--- src/rtl/fetch_req_ctrl.sv ---
// Instruction-fetch request sequencer: owns the fetch PC, issues one ICB fetch at a time,
// drops stale responses after a redirect and holds one fetched instruction toward IF_ID.
module fetch_req_ctrl #(
  parameter int unsigned             PC_WIDTH    = 32,
  parameter int unsigned             INSTR_WIDTH = 32,
  parameter logic [PC_WIDTH-1:0]     RESET_PC    = 32'h8000_0000
) (
  input  logic                   clk,
  input  logic                   rst_n,
  input  logic                   redirect_valid_i,
  input  logic [PC_WIDTH-1:0]    redirect_pc_i,
  input  logic [PC_WIDTH-1:0]    pc_next_i,
  output logic [PC_WIDTH-1:0]    fetch_pc_o,
  output logic                   if_req_valid_o,
  input  logic                   if_req_ready_i,
  output logic [PC_WIDTH-1:0]    if_req_pc_o,
  input  logic                   if_resp_valid_i,
  output logic                   if_resp_ready_o,
  input  logic                   if_resp_err_i,
  input  logic [INSTR_WIDTH-1:0] if_resp_instr_i,
  output logic                   ifid_valid_o,
  input  logic                   ifid_ready_i,
  output logic [INSTR_WIDTH-1:0] ifid_instr_o,
  output logic [PC_WIDTH-1:0]    ifid_pc_o,
  output logic                   ifid_err_o
);

  typedef enum logic [1:0] {
    ST_IDLE,
    ST_REQ,
    ST_WAIT,
    ST_HALT
  } state_t;

  state_t                 state;
  logic [PC_WIDTH-1:0]    pc;
  logic [PC_WIDTH-1:0]    req_pc;
  logic                   drop;
  logic                   out_valid;
  logic [INSTR_WIDTH-1:0] out_instr;
  logic [PC_WIDTH-1:0]    out_pc;
  logic                   out_err;

  logic                   req_hs;
  logic                   resp_hs;
  logic                   take;
  logic [PC_WIDTH-1:0]    pc_nxt;

  assign if_req_valid_o  = (state == ST_REQ);
  assign if_req_pc_o     = req_pc;
  assign if_resp_ready_o = (state == ST_WAIT) & (~out_valid | ifid_ready_i);
  assign fetch_pc_o      = pc;
  assign ifid_valid_o    = out_valid;
  assign ifid_instr_o    = out_instr;
  assign ifid_pc_o       = out_pc;
  assign ifid_err_o      = out_err;

  assign req_hs  = if_req_valid_o & if_req_ready_i;
  assign resp_hs = if_resp_valid_i & if_resp_ready_o;
  assign take    = resp_hs & ~drop;

  always_comb begin
    pc_nxt = pc;
    if (redirect_valid_i) begin
      pc_nxt = redirect_pc_i;
    end else if (take) begin
      pc_nxt = pc_next_i;
    end
  end

  always_ff @(posedge clk or negedge rst_n) begin
    if (!rst_n) begin
      state     <= ST_IDLE;
      pc        <= RESET_PC;
      req_pc    <= RESET_PC;
      drop      <= 1'b0;
      out_valid <= 1'b0;
      out_instr <= '0;
      out_pc    <= '0;
      out_err   <= 1'b0;
    end else begin
      pc <= pc_nxt;
      // A redirect during an unaccepted request keeps the old address on the bus
      // (requests are never withdrawn); the redirect target is fetched afterwards.
      if (!(state == ST_REQ && !req_hs)) begin
        req_pc <= pc_nxt;
      end

      unique case (state)
        ST_IDLE: state <= ST_REQ;
        ST_REQ: begin
          if (redirect_valid_i) begin
            drop <= 1'b1;
          end
          if (req_hs) begin
            state <= ST_WAIT;
          end
        end
        ST_WAIT: begin
          if (resp_hs) begin
            drop  <= 1'b0;
            state <= (if_resp_err_i && !drop && !redirect_valid_i) ? ST_HALT : ST_REQ;
          end else if (redirect_valid_i) begin
            drop <= 1'b1;
          end
        end
        ST_HALT: begin
          if (redirect_valid_i) begin
            state <= ST_REQ;
          end
        end
        default: state <= ST_IDLE;
      endcase

      if (redirect_valid_i) begin
        out_valid <= 1'b0;
      end else if (take) begin
        out_valid <= 1'b1;
        out_instr <= if_resp_instr_i;
        out_pc    <= pc;
        out_err   <= if_resp_err_i;
      end else if (out_valid && ifid_ready_i) begin
        out_valid <= 1'b0;
      end
    end
  end

endmodule

--- config.mk ---
export PLATFORM = sky130hd
export DESIGN_NAME = fetch_req_ctrl
export DESIGN_NICKNAME = d
export VERILOG_FILES = /design/src/rtl/fetch_req_ctrl.sv
export SDC_FILE = /design/constraint.sdc
export NUM_CORES = 1
export LEC_CHECK = 0
export CORE_MARGIN = 2
export CORE_UTILIZATION = 44
export DETAILED_ROUTE_END_ITERATION = 10
export PLACE_DENSITY_LB_ADDON = 0.15
export SYNTH_ARGS = -nofsm -noshare
export SYNTH_HDL_FRONTEND = slang
export SYNTH_SLANG_ARGS = --single-unit
--- constraint.sdc ---
create_clock -name clk -period 2.5 [get_ports clk]
set_input_delay 0.625 -clock clk [delete_from_list [all_inputs] [get_ports clk]]
set_output_delay 0.625 -clock clk [all_outputs]
set_load 0.005 [all_outputs]
==> results.json <==
{
  "status": "complete, no violations",
  "htreeDepth": 4,
  "finish.utilization": 0.674,
  "maxCapViolations": 0,
  "synth_cell_type_count": 30,
  "synthTopCellsByArea": "dfrtp_1 53%, mux2_2 11%, mux2_4 9.5%",
  "clkTransAtPathRegs_ps": 50,
  "maxSlewHeadroom": 0.384,
  "worstMarginPinSlew_ps": 922,
  "grt_pass1_wl_mm": 28.9,
  "cp.required_ps": 1880,
  "worst_r2r_startpoint": "state[0]$_DFFE_PN0P_",
  "yosysTopAreaCell": "dfrtp_1",
  "final_cell_mix": "231 x clkdlybuf4s50_1, 131 x dfrtp_1, 64 x a31oi_1, 58 x mux2_2, 39 x mux2_4",
  "dieArea_um2": 15000,
  "clk_path_buf_depth": 2,
  "vias_per_cell": 5.56,
  "avgRoutedWirePerCell_um": 20.2,
  "drt_wl_total_mm": 18.5,
  "slowest_stage": "clkdlybuf4s50_1",
  "cp_top_family": "buffers and inverters",
  "core_um2": 13800,
  "areaGrowthSynthToFinish_pct": 50.5,
  "arrival_ps": 1710,
  "drcViolationCount": 0,
  "grt_max_degree": 67,
  "crit_fanout": 5,
  "crit_path_start": "state[1]$_DFFE_PN0P_",
  "final_nets": 831,
  "cp-end-kind": "output port",
  "syn-num-nets": 603,
  "grt_overflow": 0,
  "postSynthCellCount": 497,
  "critPathMaxStageDelay_ps": 570,
  "ir_drop_uv": 552,
  "postRouteAntennaNets": 0,
  "worstSetupPathType": "reg -> out",
  "die_h_um": 122,
  "num_io_pins": 235,
  "worstPathCellList": "inv_1, ha_1, clkdlybuf4s50_1",
  "tritoncts": "built",
  "synth-seq-area-share": 0.540,
  "clock_skew_ps": 6.19,
  "grt_usage": 0.253,
  "fmax_mhz": 428,
  "leakage_nw": 4.13,
  "drive_above_1_share": 0.207,
  "grt_pass1_vias": 5390,
  "start_util": 0.448,
  "num_rows": 43,
  "finalMaxSlewViolations": 0,
  "cts_buffers": 17,
  "finalWeightedCongestion": 0.784,
  "diodes": 0,
  "rsz0062_at_grt": "false",
  "cts_root_buf": "clkbuf_16",
  "fin_total_pwr_mw": 7.95,
  "placed_area_um2": 8740,
  "antenna_found_initial": 0,
  "hold_path.class": "in -> async",
  "dp_hpwl_mm": 12.4,
  "hold_viol": 0,
  "critPathBufInv": 2,
  "cts_hold_buffers": 0,
  "insertion_delay_ps": 420,
  "synth_top_area_share": 0.532,
  "via_count": 5092,
  "post-cts-setup-buffers": 0,
  "yosysWarnings": 0,
  "mostFrequentLayoutCell": "clkdlybuf4s50_1",
  "port-buffer-count": 234,
  "ys_ff_latch": 133,
  "setup-violations-final": 0,
  "fin_crit_sh": 0.934,
  "syn-mean-instance-area_um2": 12.4,
  "final_design_area_no_fill_um2": 9280,
  "final.min_clock_period_ps": 2330,
  "first_iter_violations": 339,
  "synth_area_um2": 6160,
  "cts_sinks": 133,
  "drt-pass1-iter-count": 5,
  "dieWidth_um": 122,
  "power_density_nw_per_um2": 857,
  "crit_path_start_kind": "register",
  "fillerInstances": 1028,
  "ctsResizeCount": 0
}
## routing by layer
| metal | global-route usage | wire, um |
|---|---|---|
| met4 | 0.0876 | 329 |
| met5 | 0 | 0 |
| met3 | 0.0785 | 1760 |
| met2 | 0.411 | 8890 |
| met1 | 0.320 | 7520 |
## layout make-up
class	count	area, um2	share of cell area
sequential	133	3330	0.359
timing repair buffer	253	2530	0.273
multi-input combinational	281	2510	0.270
clock buffer	25	485	0.0523
tap	180	225	0.0243
inverter	39	146	0.0158
clock inverter	5	50.0	0.00539
## kinds of logic (layout without fill, tap and decap cells)
kind of cell	count (synthesis)	count (layout)	share of synthesized area
muxes	97	97	0.201
buffers and inverters	83	322	0.0589
DFF	133	133	0.540
adders and majority gates	3	3	0.00609
AOI/OAI and AO/OA	102	102	0.111
and+or+nand+nor	79	79	0.0824
## report_power, final
group | switching, mW | internal (mW)
sequential | 0.324 | 2.71
combinational | 0.889 | 1.72
clock | 0.879 | 1.43
## synthesized netlist by cell type
library cell and n:
nand2_1 1, clkinv_1 1, o21ai_0 1, a32o_1 1
dfrtp_1 131, nand4_4 1, nor2b_1 35, buf_1 1
dfstp_2 2, and2_1 1, buf_2 8, o31ai_1 32
mux2_2 58, nand4_1 33, ha_1 3, o41ai_1 1
buf_6 5, nand3b_1 1, nor2_1 1, buf_4 1
a21oi_1 1, mux2_4 39, inv_1 38, nand4b_1 1
a31oi_1 64, a22o_1 1, a41oi_1 1, nand2b_1 4
clkbuf_1 29, and3_1 1
## through the flow
step	hold slack [ps]	instances	setup WS, ps	setup TNS [ps]
after detailed placement	491	886	-34.4	-474
after CTS	227	916	34.6	0
after global placement	488	886	36.7	0
after floorplan	329	497	557	0
final	194	916	166	0
after global routing	236	916	61.0	0
## final timing paths
kind	to	slack (ps)	cells past startpoint
max in group asynchronous	fetch_pc_o[30]$_DFF_PN0_	1620	2
max	if_req_valid_o	170	3
min in group clk	ifid_pc_o[15]$_DFFE_PN0P_	500	1
max reg2reg	fetch_pc_o[19]$_DFF_PN0_	540	7
min reg2reg	ifid_pc_o[15]$_DFFE_PN0P_	500	1
min	ifid_instr_o[0]$_DFFE_PN0P_	190	1
## flip-flops by register name, summed over array words and instances (netlist names)
register,flops
ifid_pc_o,32
ifid_err_o,1
ifid_instr_o,32
ifid_valid_o,1
fetch_pc_o,32
state,2
if_req_pc_o,32
drop,1
(Power assumes the default switching activity.)
